<file path="src/rtl/oci_tb_pkg.sv">
// Shared definitions for the per-core OCI trace capture monitor: state encoding,
// entry-count derivation and saturating arithmetic.
package oci_tb_pkg;

    localparam logic [1:0] StCapture = 2'd0;
    localparam logic [1:0] StDrain   = 2'd1;
    localparam logic [1:0] StDone    = 2'd2;

    // Each trace entry occupies two bits of the DCT buffer.
    function automatic int unsigned max_ent(input int unsigned dct_w);
        return dct_w / 2;
    endfunction

    // Adds b to a and clamps the result to the all-ones value of a w-bit field.
    function automatic logic [63:0] sat_add(input logic [63:0] a, input logic [63:0] b,
                                            input int unsigned w);
        logic [63:0] lim;
        logic [63:0] sum;
        lim = (w >= 64) ? '1 : ((64'd1 << w) - 64'd1);
        sum = a + b;
        if ((sum > lim) || (sum < a)) begin
            return lim;
        end
        return sum;
    endfunction

endpackage

</file>
<file path="src/rtl/oci_tb_sync_fifo.sv">
// Synchronous FIFO with registered pointers and occupancy; a push into a full FIFO is
// accepted when a pop happens in the same cycle.
module oci_tb_sync_fifo #(
    parameter int unsigned WIDTH = 34,
    parameter int unsigned DEPTH = 16
) (
    input  logic                     clk,
    input  logic                     reset_n,
    input  logic                     push_i,
    input  logic [WIDTH-1:0]         wdata_i,
    input  logic                     pop_i,
    output logic [WIDTH-1:0]         rdata_o,
    output logic                     full_o,
    output logic                     empty_o,
    output logic [$clog2(DEPTH):0]   level_o
);

    localparam int unsigned AddrW = $clog2(DEPTH);
    localparam logic [AddrW:0] LvlFull = DEPTH[AddrW:0];
    localparam logic [AddrW:0] LvlOne = 1;
    localparam logic [AddrW-1:0] PtrOne = 1;

    logic [WIDTH-1:0] mem_q [DEPTH];
    logic [AddrW-1:0] wr_ptr_q, wr_ptr_d;
    logic [AddrW-1:0] rd_ptr_q, rd_ptr_d;
    logic [AddrW:0]   level_q, level_d;
    logic             do_push, do_pop;

    assign full_o  = (level_q == LvlFull);
    assign empty_o = (level_q == '0);
    assign level_o = level_q;
    assign rdata_o = mem_q[rd_ptr_q];

    assign do_pop  = pop_i && !empty_o;
    assign do_push = push_i && (!full_o || do_pop);

    always_comb begin
        wr_ptr_d = wr_ptr_q;
        rd_ptr_d = rd_ptr_q;
        level_d  = level_q;
        if (do_push) begin
            wr_ptr_d = wr_ptr_q + PtrOne;
        end
        if (do_pop) begin
            rd_ptr_d = rd_ptr_q + PtrOne;
        end
        case ({do_push, do_pop})
            2'b10:   level_d = level_q + LvlOne;
            2'b01:   level_d = level_q - LvlOne;
            default: level_d = level_q;
        endcase
    end

    always_ff @(posedge clk) begin
        if (!reset_n) begin
            wr_ptr_q <= '0;
            rd_ptr_q <= '0;
            level_q  <= '0;
        end else begin
            wr_ptr_q <= wr_ptr_d;
            rd_ptr_q <= rd_ptr_d;
            level_q  <= level_d;
        end
    end

    // Storage needs no reset: contents are only observable through a valid level.
    always_ff @(posedge clk) begin
        if (do_push) begin
            mem_q[wr_ptr_q] <= wdata_i;
        end
    end

endmodule

</file>
<file path="src/rtl/oci_trace_capture_monitor.sv">
// Per-core OCI trace capture monitor: buffers flushed DCT trace words, drains them to a
// debug reader and runs the end-of-test capture/drain/done sequence with statistics.
module oci_trace_capture_monitor
    import oci_tb_pkg::*;
#(
    parameter int unsigned DCT_W = 30,
    parameter int unsigned CNT_W = 4,
    parameter int unsigned DEPTH = 16,
    parameter int unsigned TOT_W = 32
) (
    input  logic                     clk,
    input  logic                     reset_n,
    input  logic [DCT_W-1:0]         dct_buffer,
    input  logic [CNT_W-1:0]         dct_count,
    input  logic                     dct_flush,
    input  logic                     test_ending,
    input  logic                     test_has_ended,
    input  logic                     rd_ready,
    output logic                     rd_valid,
    output logic [DCT_W+CNT_W-1:0]   rd_data,
    output logic [$clog2(DEPTH):0]   fifo_level,
    output logic [TOT_W-1:0]         total_entries,
    output logic [TOT_W-1:0]         drop_cnt,
    output logic                     count_err,
    output logic                     done
);

    localparam logic [CNT_W-1:0] MaxEnt = CNT_W'(max_ent(DCT_W));

    logic [1:0]       state_q, state_d;
    logic [TOT_W-1:0] total_q, total_d;
    logic [TOT_W-1:0] drop_q, drop_d;
    logic             err_q, err_d;

    logic             flush_nz, over_cnt, pop, accept, fifo_full, fifo_empty;
    logic [CNT_W-1:0] add_cnt;

    assign flush_nz = dct_flush && (dct_count != '0);
    assign over_cnt = dct_count > MaxEnt;
    assign pop      = rd_valid && rd_ready;
    assign accept   = flush_nz && (state_q == StCapture) && (!fifo_full || pop);
    assign add_cnt  = over_cnt ? MaxEnt : dct_count;

    oci_tb_sync_fifo #(
        .WIDTH (DCT_W + CNT_W),
        .DEPTH (DEPTH)
    ) u_fifo (
        .clk     (clk),
        .reset_n (reset_n),
        .push_i  (accept),
        .wdata_i ({dct_count, dct_buffer}),
        .pop_i   (pop),
        .rdata_o (rd_data),
        .full_o  (fifo_full),
        .empty_o (fifo_empty),
        .level_o (fifo_level)
    );

    assign rd_valid      = !fifo_empty;
    assign total_entries = total_q;
    assign drop_cnt      = drop_q;
    assign count_err     = err_q;
    assign done          = (state_q == StDone);

    always_comb begin
        state_d = state_q;
        case (state_q)
            StCapture: begin
                if (test_has_ended) begin
                    state_d = StDone;
                end else if (test_ending) begin
                    state_d = StDrain;
                end
            end
            StDrain: begin
                // No push can occur outside capture, so an empty FIFO means drained.
                if (test_has_ended || (fifo_level == '0)) begin
                    state_d = StDone;
                end
            end
            default: state_d = StDone;
        endcase
    end

    always_comb begin
        total_d = total_q;
        drop_d  = drop_q;
        err_d   = err_q;
        if (accept) begin
            total_d = TOT_W'(sat_add(64'(total_q), 64'(add_cnt), TOT_W));
        end
        if (flush_nz && !accept) begin
            drop_d = TOT_W'(sat_add(64'(drop_q), 64'd1, TOT_W));
        end
        if (dct_flush && over_cnt) begin
            err_d = 1'b1;
        end
    end

    always_ff @(posedge clk) begin
        if (!reset_n) begin
            state_q <= StCapture;
            total_q <= '0;
            drop_q  <= '0;
            err_q   <= 1'b0;
        end else begin
            state_q <= state_d;
            total_q <= total_d;
            drop_q  <= drop_d;
            err_q   <= err_d;
        end
    end

endmodule

</file>
<file path="config.mk">
export PLATFORM = sky130hd
export DESIGN_NAME = oci_trace_capture_monitor
export DESIGN_NICKNAME = d
export VERILOG_FILES = /design/src/rtl/oci_tb_pkg.sv /design/src/rtl/oci_tb_sync_fifo.sv /design/src/rtl/oci_trace_capture_monitor.sv
export SDC_FILE = /design/constraint.sdc
export NUM_CORES = 1
export LEC_CHECK = 0
export BUFFER_PORTS_ARGS = -buffer_cell sky130_fd_sc_hd__clkbuf_2
export CORE_ASPECT_RATIO = 0.9
export CORE_MARGIN = 2
export CORE_UTILIZATION = 30
export CTS_BUF_LIST = sky130_fd_sc_hd__clkbuf_4
export CTS_CLUSTER_SIZE = 25
export DETAILED_ROUTE_END_ITERATION = 6
export PLACE_DENSITY_LB_ADDON = 0.25
export SLEW_MARGIN = 20
export SYNTH_ARGS = -nofsm -noshare
export SYNTH_HDL_FRONTEND = slang
export SYNTH_SLANG_ARGS = --single-unit
</file>
<file path="constraint.sdc">
create_clock -name clk -period 5.6 [get_ports clk]
set_clock_uncertainty 0.05 [all_clocks]
set_input_delay 0.28 -clock clk [delete_from_list [all_inputs] [get_ports clk]]
set_output_delay 0.28 -clock clk [all_outputs]
set_load 0.05 [all_outputs]
</file>
== Word level (Yosys, flattened, before mapping) ==
Memory sizes are Yosys's and may differ from the RTL's. A register that Yosys moved wholly into a read port is not among the register bits.
Index checks and enable logic that the tools add are counted.

* Register bits: 80
* Latch bits: 0
* Memory bits (writable): 544
* Memory bits (read-only): 0
* Bits of input ports: 40
* Output and inout port bits: 106
* Logic and storage cells: 65
* Memories: 1

* Add/subtract/negate cells: 6
* Multipliers: 0
* Div/mod/pow operators: 0
* Order comparisons: 5
* Equality and inequality tests: 7
* Shifts and indexed selects: 0
* Mux-type cells: 18
* Bitwise logic cells: 0
* Reductions and logical operators: 21

{| class="wikitable"
|+ Memories
! memory !! depth !! width !! read ports !! clocked after Yosys merged registers in !! write ports !! line !! text
|-
| u_fifo.mem_q || 16 || 34 || 1 || 1 || 1 || oci_tb_sync_fifo.sv:23 || <nowiki>logic [WIDTH-1:0] mem_q [DEPTH];</nowiki>
|}

{| class="wikitable"
|+ Operators with widths
! cell !! count
|-
| $mux 32 || 4
|-
| $gt 33x32->1 const B || 2
|-
| $lt 33x32->1 || 2
|-
| $add 32x1->33 const B || 1
|-
| $add 32x4->33 || 1
|-
| $mux 4 || 3
|-
| $pmux 5 s2 || 1
|-
| $add 4x1->4 const B || 2
|-
| $logic_and 1x1->1 || 8
|-
| $mux 1 || 6
|-
| $mux 2 || 3
|-
| $add 5x1->5 const B || 1
|-
| $eq 5x5->1 const B || 1
|-
| $logic_not 5->1 || 1
|-
| $logic_or 1x1->1 || 5
|-
| $sub 5x1->5 const B || 1
|-
| $eq 2x1->1 const B || 2
|-
| $eq 2x2->1 const B || 2
|-
| $gt 4x4->1 const B || 1
|-
| $pmux 2 s2 || 1
|-
| $reduce_bool 4->1 || 1
|-
| $logic_not 1->1 || 3
|-
| $ne 3x3->1 const B || 1
|-
| $logic_not 2->1 || 1
|-
| other kinds (3) || 3
|}

== Logic depth before layout (Yosys ltp) ==
Gate-level depths: netlist of the first run.

* Depth after elaboration: 9
* Depth in mapped cells: 20
* Mapped depth without buffers: 19

== Modules after synthesis ==
A second synthesis of the first run with hierarchy kept.

* Cell total of the unflattened synthesis: 1,611
* Area, all modules: 26,714.4 um2

{| class="wikitable"
|+ Modules (own cells, without submodules)
! module !! times used !! cells each !! area an instance (um2) !! seq. area each (um2)
|-
| oci_tb_sync_fifo || 1 || 956 || 21,373.0 || 16,676.0
|-
| oci_trace_capture_monitor || 1 || 655 || 5,341.4 || 1,321.3
|}

== Worst setup path before layout of the first run ==
OpenSTA, ideal clock, no wires.

* Path type: reg-to-reg
* Start: register u_fifo.level_q[0], in the netlist u_fifo.level_o[0]
* End: memory u_fifo.mem_q[0][0] (enable)
* Arrival: 4.360 ns
* Required time: 5.082 ns
* Path slack: 0.722 ns
* Stages on the path, launching flop included: 8
* Clock period less this slack: 4.878 ns
* Cells stage by stage: dfxtp_1 -> nor4_1 -> a311oi_1 -> nor2b_1 -> clkbuf_1 -> buf_1 -> nand2_1 -> nor3_1

* Word-level cells in the longest chain between the ends: 8
* Elaborated cells on any way between the ends: 12

{| class="wikitable"
|+ RTL lines
! item !! line !! text
|-
| start: declaration || oci_tb_sync_fifo.sv:26 || <nowiki>logic [AddrW:0] level_q, level_d;</nowiki>
|-
| start signal: assignment || oci_tb_sync_fifo.sv:62 || <nowiki>level_q <= level_d;</nowiki>
|-
| $logic_not 5->1 || oci_tb_sync_fifo.sv:30 || <nowiki>assign empty_o = (level_q == '0);</nowiki>
|-
| $logic_not 1->1 || oci_tb_sync_fifo.sv:34, oci_trace_capture_monitor.sv:59 ||
|-
| $logic_and 1x1->1 || oci_trace_capture_monitor.sv:40 || <nowiki>assign pop = rd_valid && rd_ready;</nowiki>
|-
| $logic_or 1x1->1 or $logic_and 1x1->1 (tied branches) || oci_trace_capture_monitor.sv:41, oci_tb_sync_fifo.sv:34 ||
|-
| $logic_and 1x1->1 or $logic_or 1x1->1 (tied branches) || oci_trace_capture_monitor.sv:41, oci_tb_sync_fifo.sv:35 ||
|-
| $logic_and 1x1->1 * || oci_tb_sync_fifo.sv:35 || <nowiki>assign do_push = push_i && (!full_o || do_pop);</nowiki>
|-
| $mux 1 * || oci_tb_sync_fifo.sv:68 || <nowiki>if (do_push) begin</nowiki>
|-
| $mux 1 (not written as such) * || oci_tb_sync_fifo.sv:69 || <nowiki>mem_q[wr_ptr_q] <= wdata_i;</nowiki>
|-
| end: declaration || oci_tb_sync_fifo.sv:23 ||
|}

Mark *: on every way between the ends. The rest lies on a longest branch, timed or not.

== Worst setup path after layout of the first run ==
* Start: register drop_q[3], in the netlist drop_cnt[3]
* End: register drop_q[14], in the netlist drop_cnt[14]

* Word-level cells in the longest chain between the ends: 6
* Elaborated cells on any way between the ends: 7

{| class="wikitable"
|+ RTL lines
! item !! line !! text
|-
| start: declaration || oci_trace_capture_monitor.sv:32 || <nowiki>logic [TOT_W-1:0] drop_q, drop_d;</nowiki>
|-
| start signal: assignment || oci_trace_capture_monitor.sv:109 || <nowiki>drop_q <= drop_d;</nowiki>
|-
| $add 32x1->33 || oci_tb_pkg.sv:20 || <nowiki>sum = a + b;</nowiki>
|-
| $gt 33x32->1 or $lt 33x32->1 (tied branches) || oci_tb_pkg.sv:21 || <nowiki>if ((sum > lim) || (sum < a)) begin</nowiki>
|-
| $logic_or 1x1->1 || oci_tb_pkg.sv:21 ||
|-
| $mux 1 || oci_tb_pkg.sv:21 ||
|-
| $mux 1 || oci_trace_capture_monitor.sv:92 || <nowiki>if (flush_nz && !accept) begin</nowiki>
|-
| $mux 32 * || oci_tb_pkg.sv:24 || <nowiki>return sum;</nowiki>
|}

Mark *: on every way between the ends. The rest lies on a longest branch, timed or not. The select of a mux whose other input is x is not followed.
A chain may end at the register's enable or synchronous reset.

==> impl_metrics.py, run 1 <==
metrics = {
    "logic_synthesis": {
        "ys_ff_latch": 627,
        "ys.flop_type": "edfxtp_1",
        "yosysSeqAreaShare_pct": 67.4,
        "synth.distinct_cells": 86,
        "yosys-top-cells-count": "544 x edfxtp_1, 170 x mux4_2, 88 x nor2_1",
        "synth_area_leaders": "edfxtp_1 61%, mux4_2 14%, dfxtp_1 6.2%",
        "yosys.area.top_type_share_pct": 61.2,
        "synth_cells": 1568,
        "postSynthAreaPerCell_um2": 17.0,
        "yosysTopAreaCell": "edfxtp_1",
        "async_reset_ff_share_pct": 0,
        "yosys_warnings": 0,
        "syn_area_um2": 26700,
        "synth_edf_count": 544,
        "yosysMostFrequentCell": "edfxtp_1",
        "synthesis.nets": 1659,
    },
    "worst_setup_path": {
        "worstSetupStartpointType": "register",
        "cpPeakStageDelay_ns": 0.74,
        "critPathMaxFanout": 21,
        "cp-end-kind": "register",
        "worstPathCellList": "and3_1, nand3_1, or3_1, nor3_1, nand4_1, nor3_1, ha_1, xor2_1, o311ai_0, or3_1, a21boi_1, o21a_1, a21boi_0, o21a_1",
        "cp.arrival_ns": 5.92,
        "critPathKind": "register to register",
        "slowest_stage": "o21a_1",
        "worst_ep_required_time_ns": 6.44,
    },
    "die": {
        "die_w_um": 318,
        "die_area_um2": 91400,
        "core-area_um2": 87900,
        "initial_utilization_pct": 30.4,
        "io_pins": 146,
        "row_count": 103,
        "die_h_um": 287,
    },
    "routing": {
        "drtPass1Iterations": 5,
        "wl_per_cell_um": 21.8,
        "drt_iter0_drc": 1018,
        "via_per_inst": 4.96,
        "finalWirelength_um": 68900,
        "dr_total_vias": 15700,
        "ant_nets": 0,
        "route.detailed.drc": 0,
    },
    "worst_hold_path": {
        "hold_class": "primary input to register",
    },
    "sta": {
        "tightest_slew_ns": 0.978,
        "timing.slew.headroom_pct": 34.6,
        "period_share_pct": 90.7,
        "hold_violations": 0,
        "final_max_slew_viol_count": 0,
        "setup_viol": 0,
        "fmax_mhz": 197,
        "timing.final.crit_period_ns": 5.08,
        "setup_tns_ns": 0,
        "grt_setup_unrepaired": "no",
    },
    "clocking": {
        "clk_latency_ns": 0.99,
        "cts_htree_levels": 4,
        "clk_pin_slew_ns": 0.07,
        "clock_sinks": 627,
        "cts_resized": 0,
        "root_buffer": "clkbuf_4",
        "cts_tree": "built",
        "post_cts_buffers": 0,
        "numCtsBuffers": 171,
        "clk_path_buf_depth": 3,
        "ctsHoldBuffers": 41,
    },
    "global_route": {
        "grt_pass1_wl_um": 104000,
        "grt_pass1_vias": 16800,
        "antenna_found_initial": 3,
        "grt_use_total_pct": 15.2,
        "grt_overflow": 0,
        "grt_max_degree": 75,
    },
    "cells_and_area": {
        "layout-drive-gt1-share_pct": 34.1,
        "final_util_pct": 35.9,
        "fill_cells": 8459,
        "fin_nets": 1973,
        "finish.instance_area_um2": 31500,
        "synthToLayoutAreaGrowth_pct": 18.2,
    },
    "run": {
        "drv_cap": 0,
    },
    "outcome": {
        "status": "complete, no violations",
    },
    "power_and_ir_drop": {
        "power_density_nw_per_um2": 370,
        "design_power_total_mw": 11.7,
        "leakage_nw": 10.5,
        "peakVddDrop_mv": 0.262,
    },
    "placed_design": {
        "gp_congestion": 0.862,
        "numPortBuffers": 144,
        "postPlaceCellArea_um2": 29000,
        "hpwl_um": 38700,
    },
}
cells in the final DEF (no fill, tap or decap), types with 9 or more instances in the layout:
master	synthesis	final
mux4_2	170	170
inv_1	66	66
nor4_1	15	15
clkbuf_4	0	247
and3_1	11	11
nand3_1	27	27
o21ai_0	52	52
buf_4	4	32
edfxtp_1	544	544
nor3_1	33	29
nor2b_1	10	9
mux2i_1	14	14
a21oi_1	51	51
clkbuf_2	0	144
xor2_1	25	25
xnor2_1	15	15
nand4_1	23	23
clkinv_1	2	29
a221oi_2	17	17
dlygate4sd3_1	0	41
nor2_1	88	75
ha_1	49	49
nor2_4	0	12
dfxtp_1	83	79
nand2_1	56	56
registers in the layout, summed over array words and instances, names as in the netlist, named ones only:
register / count
u_fifo.mem_q: 544
u_fifo.wr_ptr_q: 4
u_fifo.rd_ptr_q: 4
drop_cnt: 32
state_q: 2
total_entries: 32
u_fifo.level_o: 5
path summary, 6_finish.rpt:
check / start / to / slack, ns / depth (start not counted)
setup / recovery: drop_cnt[3] / drop_cnt[14] / 0.52 / 14
hold / removal: dct_buffer[21] / u_fifo.mem_q[13][21] / 0.19 / 2
setup reg to reg: drop_cnt[3] / drop_cnt[14] / 0.52 / 14
hold reg to reg: u_fifo.rd_ptr_q[3] / register / 0.46 / 2
cell type report:
class / instances / area [um2] / area share [%]
sequential: 627 / 18000 / 57.1
inverter: 68 / 255 / 0.809
antenna: 7 / 17.5 / 0.0555
clock inverter: 48 / 299 / 0.948
clock buffer: 247 / 1850 / 5.88
timing repair buffer: 221 / 1450 / 4.60
tap: 1155 / 1450 / 4.58
multi-input combinational: 793 / 8210 / 26.0
per-stage QoR:
| step | setup WS (ns) | hold slack (ns) | std cells |
|---|---|---|---|
| finish | 0.519 | 0.192 | 3166 |
| global route | 0.132 | 0.105 | 3166 |
| CTS | 0.554 | 0.0815 | 3159 |
| detailed placement | 0.575 | 0.462 | 2823 |
| global placement | 0.691 | 0.438 | 2822 |
| floorplan | 0.722 | 0.329 | 1568 |
cells by family after synthesis:
kind of cell    after synthesis  synth area share, %
xor+xnor                     40                 1.31
flops                       627                 67.4
fa+ha+maj                    51                 2.45
buf+inv                     148                 2.23
simple gates                315                 6.21
other cells                   1               0.0141
mux                         186                 15.0
compound gates              200                 5.41
where the power goes:
group / switching [mW] / internal (mW)
Combinational: 1.39 / 0.842
Sequential: 0.185 / 5.20
Clock: 1.91 / 2.12
Total: 3.49 / 8.17
metal layers:
layer	track usage [%]	wire (um)	vias to the layer above
li1	-	-	7048
met1	19.1	29600	8097
met2	25.7	34300	443
met3	4.01	3850	105
met4	4.85	1130	2
met5	0	13	-
worst max-delay path, delay by kind of cell (launching register included):
kind | cells | cell delay, ns
AOI/OAI and AO/OA | 5 | 1.58
adders and majority gates | 1 | 0.29
and+or+nand+nor | 7 | 2.35
xor gates and xnor gates | 1 | 0.18
DFF | 1 | 0.52
(Power assumes the default switching activity.)
==> run 2, diff against run 1 <==
- CTS_BUF_LIST: sky130_fd_sc_hd__clkbuf_4 -> not set
==> impl_metrics.py, run 2 (synthesis gave the netlist of run 1 again) <==
metrics = {
    "die": {
        "row_count": 103,
        "io_pins": 146,
        "die_w_um": 318,
        "die_area_um2": 91400,
        "die_h_um": 287,
        "core-area_um2": 87900,
        "initial_utilization_pct": 30.4,
    },
    "sta": {
        "setup_ws_ns": 0.505,
        "timing.slew.headroom_pct": 34.2,
        "final_max_slew_viol_count": 0,
        "setup_viol": 0,
        "tightest_slew_ns": 0.985,
        "grt_setup_unrepaired": "no",
        "timing.final.crit_period_ns": 5.09,
        "fmax_mhz": 196,
        "holdWs_ns": 0.0353,
        "setup_tns_ns": 0,
        "hold_violations": 0,
        "period_share_pct": 91.0,
    },
    "cells_and_area": {
        "layout_commonest_cell": "edfxtp_1",
        "synthToLayoutAreaGrowth_pct": 17.5,
        "instances_no_fill": 2967,
        "antenna_cells": 0,
        "fin_nets": 1849,
        "largest_register": "u_fifo.mem_q",
        "finish.instance_area_um2": 31400,
        "final_util_pct": 35.7,
        "final_cell_mix": "544 x edfxtp_1, 170 x mux4_2, 144 x clkbuf_2",
        "layout-drive-gt1-share_pct": 28.4,
        "largest_reg_flops": 544,
    },
    "worst_setup_path": {
        "worstPathCellList": "and3_1, nand3_1, or3_1, nor3_1, nand4_1, nor3_1, ha_1, xor2_1, o311ai_0, or3_1, a21boi_1, o21a_1, a21boi_0, o21a_1",
        "worstSetupStartpointType": "register",
        "crit_family": "simple AND/OR/NAND/NOR gates",
        "cp_num_buf_inv": 0,
        "critPathMaxFanout": 21,
        "critPathKind": "register to register",
        "cp.arrival_ns": 5.55,
        "slowest_stage": "o21a_1",
        "worst_ep_required_time_ns": 6.06,
        "ff2ff_setup_slack_ns": 0.51,
        "cp-end-kind": "register",
        "cpPeakStageDelay_ns": 0.75,
    },
    "run": {
        "drv_cap": 0,
    },
    "clocking": {
        "clk_pin_slew_ns": 0.06,
        "numCtsBuffers": 72,
        "clk_path_buf_depth": 3,
        "cts_tree": "built",
        "clk_latency_ns": 0.61,
        "clock_sinks": 627,
        "post_cts_buffers": 0,
        "root_buffer": "clkbuf_16",
        "cts_htree_levels": 3,
    },
    "global_route": {
        "grt_max_degree": 75,
        "grt_pass1_wl_um": 103000,
        "grt_use_total_pct": 14.9,
        "grt_overflow": 0,
        "antenna_found_initial": 0,
        "grt_pass1_vias": 15900,
    },
    "routing": {
        "wl_per_cell_um": 23.0,
        "drt_iter0_drc": 1071,
        "drtPass1Iterations": 5,
        "route.detailed.drc": 0,
        "ant_nets": 0,
        "dr_total_vias": 15000,
        "finalWirelength_um": 68100,
        "via_per_inst": 5.05,
    },
    "placed_design": {
        "numPortBuffers": 144,
        "postPlaceCellArea_um2": 29000,
        "hpwl_um": 38700,
        "place_inst": 2823,
        "gp_congestion": 0.862,
        "dpl_worst_slack_ns": 0.575,
    },
    "worst_hold_path": {
        "hold_class": "primary input to register",
    },
    "power_and_ir_drop": {
        "design_power_total_mw": 12.0,
        "leakage_nw": 10.2,
        "power_density_nw_per_um2": 384,
        "peakVddDrop_mv": 0.243,
    },
    "outcome": {
        "status": "complete, no violations",
    },
}
run 2: metal layers:
layer,track usage (%),vias up,share of wire [%]
met1,19.6,7837,44
li1,-,6689,-
met5,0,-,0
met4,3.60,0,1.9
met3,3.10,95,4.8
met2,25.4,363,49
run 2: final cells by class:
class / count / area (um2)
Clock buffer: 92 / 1900
Clock inverter: 36 / 338
Fill cell: 8341 / 56500
Inverter: 68 / 255
Multi-Input combinational cell: 793 / 8210
Sequential cell: 627 / 18000
Tap cell: 1155 / 1450
Timing Repair Buffer: 196 / 1200
run 2: repair_timing:
action / in CTS / in global routing
resized for setup: 0 / 0
hold buffers: 16 / 0
hold endpoints to repair: 129 / 0
run 2: final timing paths:
kind	from	to	depth (start not counted)
worst max-delay path	drop_cnt[3]	drop_cnt[14]	14
worst min-delay path	dct_buffer[9]	u_fifo.mem_q[11][9]	1
worst max register to register	drop_cnt[3]	drop_cnt[14]	14
worst min register to register	u_fifo.wr_ptr_q[1]	u_fifo.wr_ptr_q[1]	2
run 2: where the power goes:
| part | total, mW | internal (mW) | switching, mW |
|---|---|---|---|
| logic | 2.22 | 0.831 | 1.39 |
| registers | 5.39 | 5.20 | 0.185 |
| clock network | 4.43 | 2.52 | 1.91 |
